--- src/rtl/bresenham_line_plotter.sv ---
// Bresenham line rasteriser feeding vga_adapter: latches two endpoints and a
// colour on start, then emits one pixel per clock until the far endpoint is
// drawn. Off-screen pixels are stepped through with plot held low.
module bresenham_line_plotter #(
    parameter int X_WIDTH      = 8,
    parameter int Y_WIDTH      = 7,
    parameter int COLOUR_WIDTH = 3,
    parameter int X_MAX        = 159,
    parameter int Y_MAX        = 119
) (
    input  logic                    clock,
    input  logic                    reset,
    input  logic                    start,
    input  logic [X_WIDTH-1:0]      x0,
    input  logic [X_WIDTH-1:0]      x1,
    input  logic [Y_WIDTH-1:0]      y0,
    input  logic [Y_WIDTH-1:0]      y1,
    input  logic [COLOUR_WIDTH-1:0] colour_in,
    output logic [X_WIDTH-1:0]      x,
    output logic [Y_WIDTH-1:0]      y,
    output logic [COLOUR_WIDTH-1:0] colour,
    output logic                    plot,
    output logic                    busy,
    output logic                    done
);

    // Three guard bits keep 2*err and the signed deltas from overflowing.
    localparam int W = ((X_WIDTH > Y_WIDTH) ? X_WIDTH : Y_WIDTH) + 3;

    localparam logic [X_WIDTH-1:0]  X_LIM = X_MAX[X_WIDTH-1:0];
    localparam logic [Y_WIDTH-1:0]  Y_LIM = Y_MAX[Y_WIDTH-1:0];
    localparam logic [X_WIDTH-1:0]  X_ONE = 1;
    localparam logic [Y_WIDTH-1:0]  Y_ONE = 1;
    localparam logic signed [W-1:0] ZERO  = '0;

    typedef enum logic [1:0] {
        S_IDLE,
        S_SETUP,
        S_DRAW,
        S_DONE
    } state_t;

    state_t state;

    logic [X_WIDTH-1:0]  x0_r, x1_r;
    logic [Y_WIDTH-1:0]  y0_r, y1_r;
    logic signed [W-1:0] dx_r, dy_r, err_r;
    logic                sx_neg, sy_neg;

    logic signed [W-1:0] dx_s, dy_s;
    logic signed [W-1:0] e2, err_nx;
    logic                step_x, step_y;
    logic [X_WIDTH-1:0]  cx_nx;
    logic [Y_WIDTH-1:0]  cy_nx;

    function automatic logic signed [W-1:0] abs_diff(input logic signed [W-1:0] a,
                                                     input logic signed [W-1:0] b);
        logic signed [W-1:0] d;
        d = a - b;
        return (d < ZERO) ? -d : d;
    endfunction

    function automatic logic on_screen(input logic [X_WIDTH-1:0] px,
                                       input logic [Y_WIDTH-1:0] py);
        return (px <= X_LIM) && (py <= Y_LIM);
    endfunction

    // Setup terms (deltas) and one Bresenham step from the current point.
    always_comb begin
        dx_s   = abs_diff($signed({{(W-X_WIDTH){1'b0}}, x1_r}),
                          $signed({{(W-X_WIDTH){1'b0}}, x0_r}));
        dy_s   = -abs_diff($signed({{(W-Y_WIDTH){1'b0}}, y1_r}),
                           $signed({{(W-Y_WIDTH){1'b0}}, y0_r}));
        e2     = err_r <<< 1;
        step_x = (e2 >= dy_r);
        step_y = (e2 <= dx_r);
        err_nx = err_r + (step_x ? dy_r : ZERO) + (step_y ? dx_r : ZERO);
        cx_nx  = x;
        cy_nx  = y;
        if (step_x) cx_nx = sx_neg ? (x - X_ONE) : (x + X_ONE);
        if (step_y) cy_nx = sy_neg ? (y - Y_ONE) : (y + Y_ONE);
    end

    // Control FSM; x/y double as the current point so outputs are registered.
    always_ff @(posedge clock) begin
        if (reset) begin
            state  <= S_IDLE;
            x      <= '0;
            y      <= '0;
            colour <= '0;
            plot   <= 1'b0;
            busy   <= 1'b0;
            done   <= 1'b0;
        end else begin
            case (state)
                S_IDLE: begin
                    plot <= 1'b0;
                    done <= 1'b0;
                    if (start) begin
                        x0_r   <= x0;
                        x1_r   <= x1;
                        y0_r   <= y0;
                        y1_r   <= y1;
                        colour <= colour_in;
                        busy   <= 1'b1;
                        state  <= S_SETUP;
                    end
                end
                S_SETUP: begin
                    dx_r   <= dx_s;
                    dy_r   <= dy_s;
                    err_r  <= dx_s + dy_s;
                    sx_neg <= !(x0_r < x1_r);
                    sy_neg <= !(y0_r < y1_r);
                    x      <= x0_r;
                    y      <= y0_r;
                    plot   <= on_screen(x0_r, y0_r);
                    state  <= S_DRAW;
                end
                S_DRAW: begin
                    if (x == x1_r && y == y1_r) begin
                        plot  <= 1'b0;
                        done  <= 1'b1;
                        state <= S_DONE;
                    end else begin
                        x     <= cx_nx;
                        y     <= cy_nx;
                        err_r <= err_nx;
                        plot  <= on_screen(cx_nx, cy_nx);
                    end
                end
                default: begin
                    done  <= 1'b0;
                    busy  <= 1'b0;
                    state <= S_IDLE;
                end
            endcase
        end
    end

endmodule

--- config.mk ---
export PLATFORM = sky130hd
export DESIGN_NAME = bresenham_line_plotter
export DESIGN_NICKNAME = d
export VERILOG_FILES = /design/src/rtl/bresenham_line_plotter.sv
export SDC_FILE = /design/constraint.sdc
export NUM_CORES = 1
export LEC_CHECK = 0
export BUFFER_PORTS_ARGS = -buffer_cell sky130_fd_sc_hd__buf_2
export CAP_MARGIN = 0
export CORE_MARGIN = 2
export CORE_UTILIZATION = 55
export DETAILED_ROUTE_END_ITERATION = 16
export PLACE_DENSITY = 0.86
export SYNTH_ARGS = -nofsm -noshare
export SYNTH_HDL_FRONTEND = slang
export SYNTH_SLANG_ARGS = --single-unit
--- constraint.sdc ---
create_clock -name clock -period 4.57 [get_ports clock]
set_input_delay 0.2285 -clock clock [delete_from_list [all_inputs] [get_ports clock]]
set_output_delay 0.2285 -clock clock [all_outputs]
set_load 0.02 [all_outputs]
---- Yosys cells after proc, flatten, opt, wreduce, memory -nomap -nowiden ----
Index checks and enable logic that the tools add are counted.
W data, S select, Z words.
storage, ports and cells
  register bits ........................... 88
cells by class
  add/sub/neg operators ................... 12
  magnitude comparators ................... 10
  eq/ne operators ......................... 7
  muxes and demuxes ....................... 23
  bitwise gates (word level) .............. 3
  reduce and logical (&&, ||, !) cells .... 17
operators with widths
  cell                   count
  $mux W11               5
  $add A11 B11 Y11       3
  $mux W8                3
  $pmux W11 S2           1
  $mux W7                3
  $le A8 B8 Y1 const B   2
  $pmux W8 S2            1
  $le A7 B7 Y1 const B   2
  $pmux W7 S2            1
  $reduce_and A2 Y1      6
  $ge A11 B11 Y1         1
  $le A11 B11 Y1         1
  $neg A11 Y11           1
  $neg A8 Y11            1
  $neg A9 Y11            1
  $lt A9 B1 Y1 const B   1
  $sub A8 B8 Y9          1
  $add A8 B1 Y8 const B  1
  $eq A8 B8 Y1           1
  $lt A8 B1 Y1 const B   1
  $lt A8 B8 Y1           1
  $sub A7 B7 Y8          1
  $sub A8 B1 Y8 const B  1
  $add A7 B1 Y7 const B  1
  other kinds (19)       31

---- Depth between registers and ports, before layout ----
  depth in word-level cells ............... 7
  gate-level depth with buffers ........... 22
  mapped depth without buffers ............ 20

---- Worst setup path after synthesis ----
No wires, ideal clock.
  kind .................................... register -> register
  start point ............................. register y1_r[3]
  end point ............................... register err_r[9], data pin
  setup time .............................. 0.270 ns
  arrival ................................. 4.149 ns
  required time ........................... 4.300 ns
  path slack .............................. 0.151 ns
  stages on the path, launching flop included .. 19
  buffers on the path ..................... 2
  period minus slack after synthesis ...... 4.419 ns
  cells stage by stage .................... edfxtp_1 -> ha_1 -> buf_2 -> o21ai_0 -> a21oi_1 -> o22a_1 -> clkbuf_1 -> o21ai_0 -> ha_1 -> nand3_1 -> a21oi_1 -> or3_1 -> a311oi_1 -> xor2_1 -> ha_1 -> o41ai_1 -> o21ai_0 -> xnor2_1 -> mux2i_1
on the way
  word-level cells in the longest chain between the ends .. 6
  elaborated cells between the ends (all ways) .. 7
ends and longest elaborated chain
  item                                         RTL line  source
  start, declared                              46        logic [Y_WIDTH-1:0] y0_r, y1_r;
  start signal, assigned                       103       y1_r <= y1;
  $sub A7 B7 Y8 *                              59        d = a - b;
  $neg A8 Y11 or $lt A8 B1 Y1 (tied branches)  60        return (d < ZERO) ? -d : d;
  $mux W11 *                                   60
  $neg A11 Y11 *                               72        dy_s = -abs_diff($signed({{(W-Y_WIDTH){1'b0}}, y1_r}),
  named net dy_s[6]                            50        logic signed [W-1:0] dx_s, dy_s;
  $add A11 B11 Y11 *                           112       err_r <= dx_s + dy_s;
  $pmux W11 S2 *                               95        case (state)
  end signal, assigned                         112
  end signal, assigned                         128       err_r <= err_nx;
  end, declared                                47        logic signed [W-1:0] dx_r, dy_r, err_r;
Mark *: on every way through the listed nets, which the timed path passes. The rest lies on a longest branch.
A chain may end at the register's enable or synchronous reset.

---- Final worst setup path ----
  start point ............................. register dy_r[1]
  end point ............................... register err_r[9], data pin
on the way
  word-level cells in the longest chain between the ends .. 6
ends and longest elaborated chain
  item                              RTL line  source
  start, declared                   47
  start signal, assigned            111       dy_r <= dy_s;
  $ge A11 B11 Y1                    75        step_x = (e2 >= dy_r);
  $mux W11 *                        77        err_nx = err_r + (step_x ? dy_r : ZERO) + (step_y ? dx_r : ZERO);
  $add A11 B11 Y11 * (2 in series)  77
  $mux W11 *                        121       if (x == x1_r && y == y1_r) begin
  $pmux W11 S2 *                    95
Every way passes the cells marked *; elsewhere a longest branch is shown, timed or not. The select of a mux whose other input is x is not followed.

==> summary.md <==
| Metric | Value |
|---|---|
| Final WL | `15800 um` |
| Worst Setup End Kind | `flop` |
| Ys Warns | `0` |
| # rows | `40` |
| GR Overflow Total | `0` |
| Cell Chain, Critical Path | `inv_1 > ha_1 > nor2b_1 > o21a_1 > o21a_1 > o41ai_2 > a21oi_2 > and2_4 > fa_1 > ha_2 > fa_2 > a21oi_2 > nor2_2 > o31ai_4 > a21oi_2 > xnor2_1 > xnor2_1 > xnor2_1 > mux2i_1` |
| Post-synthesis sequential area ratio | `35.4%` |
| Worst hold-check path type | `in -> reg` |
| Inserted Diodes | `0` |
| Clk_lat worst skew | `350 ps` |
| Mapped Area | `6740 um2` |
| Tcrit/Tclk final | `96.0%` |
| Worst VDD drop | `0.393 mV` |
| Nets@finish | `899` |
| Primary FF master, synth | `edfxtp_1` |
| RSZ-0062 raised after global routing | `true` |
| Dominant cell type by area after synthesis | `edfxtp_1` |
| DR WL met2 | `7640 um` |
| Synth top area share | `28.5%` |
| CTS Buffer Depth | `2` |
| Syn_area_per_cell | `9.46 um2` |
| Critical Path Fanout Max | `4` |
| Via count | `5549` |
| Area contributors post-synth | `edfxtp_1, ha_1, dfxtp_1` |
| Routed Antenna Nets | `0` |
| Cells after synthesis | `712` |
| H-tree depth | `3` |
| Synth unique cells | `68` |
| Area growth, synth to finish | `13.8%` |
| Worst Tran Pin Value | `773 ps` |
| Hpwl dp | `11900 um` |
| PwrDens | `652 nW/um2` |
| Initial core utilization | `56.3%` |
| Share of cells above drive strength 1 | `15.6%` |
| Relative slew slack | `48.5%` |
| Die area | `13100 um2` |
| Port bufs | `56` |
| Core Area | `12000 um2` |
| First-pass GRT wire length | `26000 um` |
| Crit Path Class | `reg -> reg` |
| Initial DRC Count | `376` |
| Root Buffer | `clkbuf_16` |
| Max Used Layer | `met4` |
| Crit path max-delay cell type | `fa_1` |
| Hold Vio Cnt, Final | `0` |
| Max stage delay on crit path | `460 ps` |
| Die Ht | `115 um` |
| Crit start category | `flop` |
| Hold buffer count at cts | `0` |
| P_leak | `3.24 nW` |
| Gpl congestion | `0.896` |
| Vias in the first global route | `5356` |
| IO Count | `57` |
| Post-synth ARST share | `0%` |
| Max Freq | `228 MHz` |
| Met3 wire length | `1010 um` |
| Critical path data arrival time | `4460 ps` |
| Initial antenna violation count | `0` |
| Clk sinks | `87` |
| Maxcap violations | `0` |
| Max Slew Vio Count | `0` |
| Largest net degree at the start of global routing | `46` |
| Tmin final | `4390 ps` |
| CTS tree | `yes` |
| Vias per cell | `5.97` |
| Worst EP required | `4640 ps` |
| Die W | `115 um` |
| #FFs+latches synth | `87` |
| Drt pass-1 iters | `5` |
| Wl on met1 | `6650 um` |
| Num CTS Buffers | `9` |
| DP Cell Count | `910` |
| Layout Skew | `7.84 ps` |
| DRC | `0` |
| Setup violations, final | `0` |
| Tot GR Track Use | `25.2%` |
| Non-filler instance count after layout | `930` |
| Status | `finished, final reports clean` |
| CTS clk-pin slew, worst paths | `60 ps` |
| Fin Hold WS | `53.1 ps` |
| Routed len/inst | `17.0 um` |
| Post-synth EDFFs | `64` |
## cells in the final DEF (no fill, tap or decap), types with 10 or more instances in the layout
cell type,count
buf_2,56
nor2_1,68
nand4_1,13
a21oi_1,40
a211oi_1,16
ha_1,67
xnor2_1,52
inv_1,66
edfxtp_1,64
dfxtp_1,23
xor2_1,14
a21o_1,10
nand3_1,19
fa_1,14
nand2b_1,10
nand2_1,34
o21ai_0,46
nor3_1,14
buf_4,17
## critical path: cells and delay by family (launching register included)
family	cells	cell delay (ps)
adder cells (fa/ha/maj)	4	1270
AND/OR/NAND/NOR	3	370
XOR/XNOR	3	530
AO/OA/AOI/OAI	7	1330
buffers and inverters	1	90
multiplexers	1	130
flip-flops	1	410
## Yosys cell counts (4+ instances only)
cell	instances
xnor2_1	52
nand2b_1	10
nand4_1	13
ha_1	70
a21o_1	10
or3_1	4
o41ai_1	6
nor3_1	14
fa_1	15
inv_1	66
nor2_1	71
nand3_1	19
and2_1	10
xor2_1	15
nor2b_1	8
o21ai_0	48
o21a_1	7
edfxtp_1	64
a21oi_1	44
mux2i_1	5
a211oi_1	16
clkbuf_1	15
o21bai_1	6
nand2_1	34
o31ai_1	4
dfxtp_1	23
## cells by family after synthesis
family / after synthesis / synth area share (%)
simple gates: 200 / 14.4
compound gates: 178 / 17.8
flops: 87 / 35.4
buf+inv: 86 / 4.85
fa+ha+maj: 85 / 17.5
xor+xnor: 68 / 8.95
mux: 7 / 1.08
other cells: 1 / 0.0557
## area by class of cell
class / count / area [um2]
flip-flops and latches: 87 / 2380
repair buffers: 74 / 423
well taps: 147 / 184
fillers: 944 / 4300
clock inverters: 6 / 61.3
inverters: 66 / 248
clock buffers: 10 / 229
multi-input cells: 540 / 4140
## state kept, by name (all words and copies together) (netlist names), 2 cells and up
register / count
y0_r: 7
x1_r: 8
state: 2
dy_r: 11
err_r: 10
x: 8
y: 7
y1_r: 7
dx_r: 11
colour: 3
x0_r: 8
## per-layer routing
layer | vias up | track usage (%)
met1 | 2585 | 32.8
met5 | - | 0
met4 | 0 | 10.4
met3 | 43 | 4.08
li1 | 2682 | -
met2 | 239 | 41.7
## worst paths after layout
path | from | endpoint | slack (ps) | cells past startpoint
max reg2reg | dy_r[1] | err_r[9] | 180 | 19
max | dy_r[1] | err_r[9] | 180 | 19
min reg2reg | colour[2] | colour[2] | 460 | 2
min | x0[2] | x0_r[2] | 50 | 1
## stage by stage
stage / area, um2 / total power, mW / setup WS, ps / setup TNS [ps] / util [%]
after global placement: 7240 / 3.94 / 49.8 / 0 / 60.5
after global routing: 7660 / 5.39 / -77.2 / -77.2 / 64.1
after CTS: 7550 / 4.82 / 15.4 / 0 / 63.1
after floorplan: 6740 / 3.38 / 151 / 0 / -
final: 7660 / 4.99 / 184 / 0 / 64.1
after detailed placement: 7240 / 4.05 / -55.2 / -55.2 / 60.5
## power breakdown
group | switching, mW | internal (mW) | total, mW
clock network | 0.300 | 0.421 | 0.721
registers | 0.174 | 1.08 | 1.26
logic | 1.73 | 1.29 | 3.02
total | 2.20 | 2.79 | 4.99
## what timing repair did
item,in CTS,in global routing
pin swaps,2,13
setup buffers,1,3
endpoints found under the hold margin,0,0
cloned,0,0
gates resized for setup,2,21
endpoints found under the setup margin,1,3
Power figures use the tool's default switching activity.
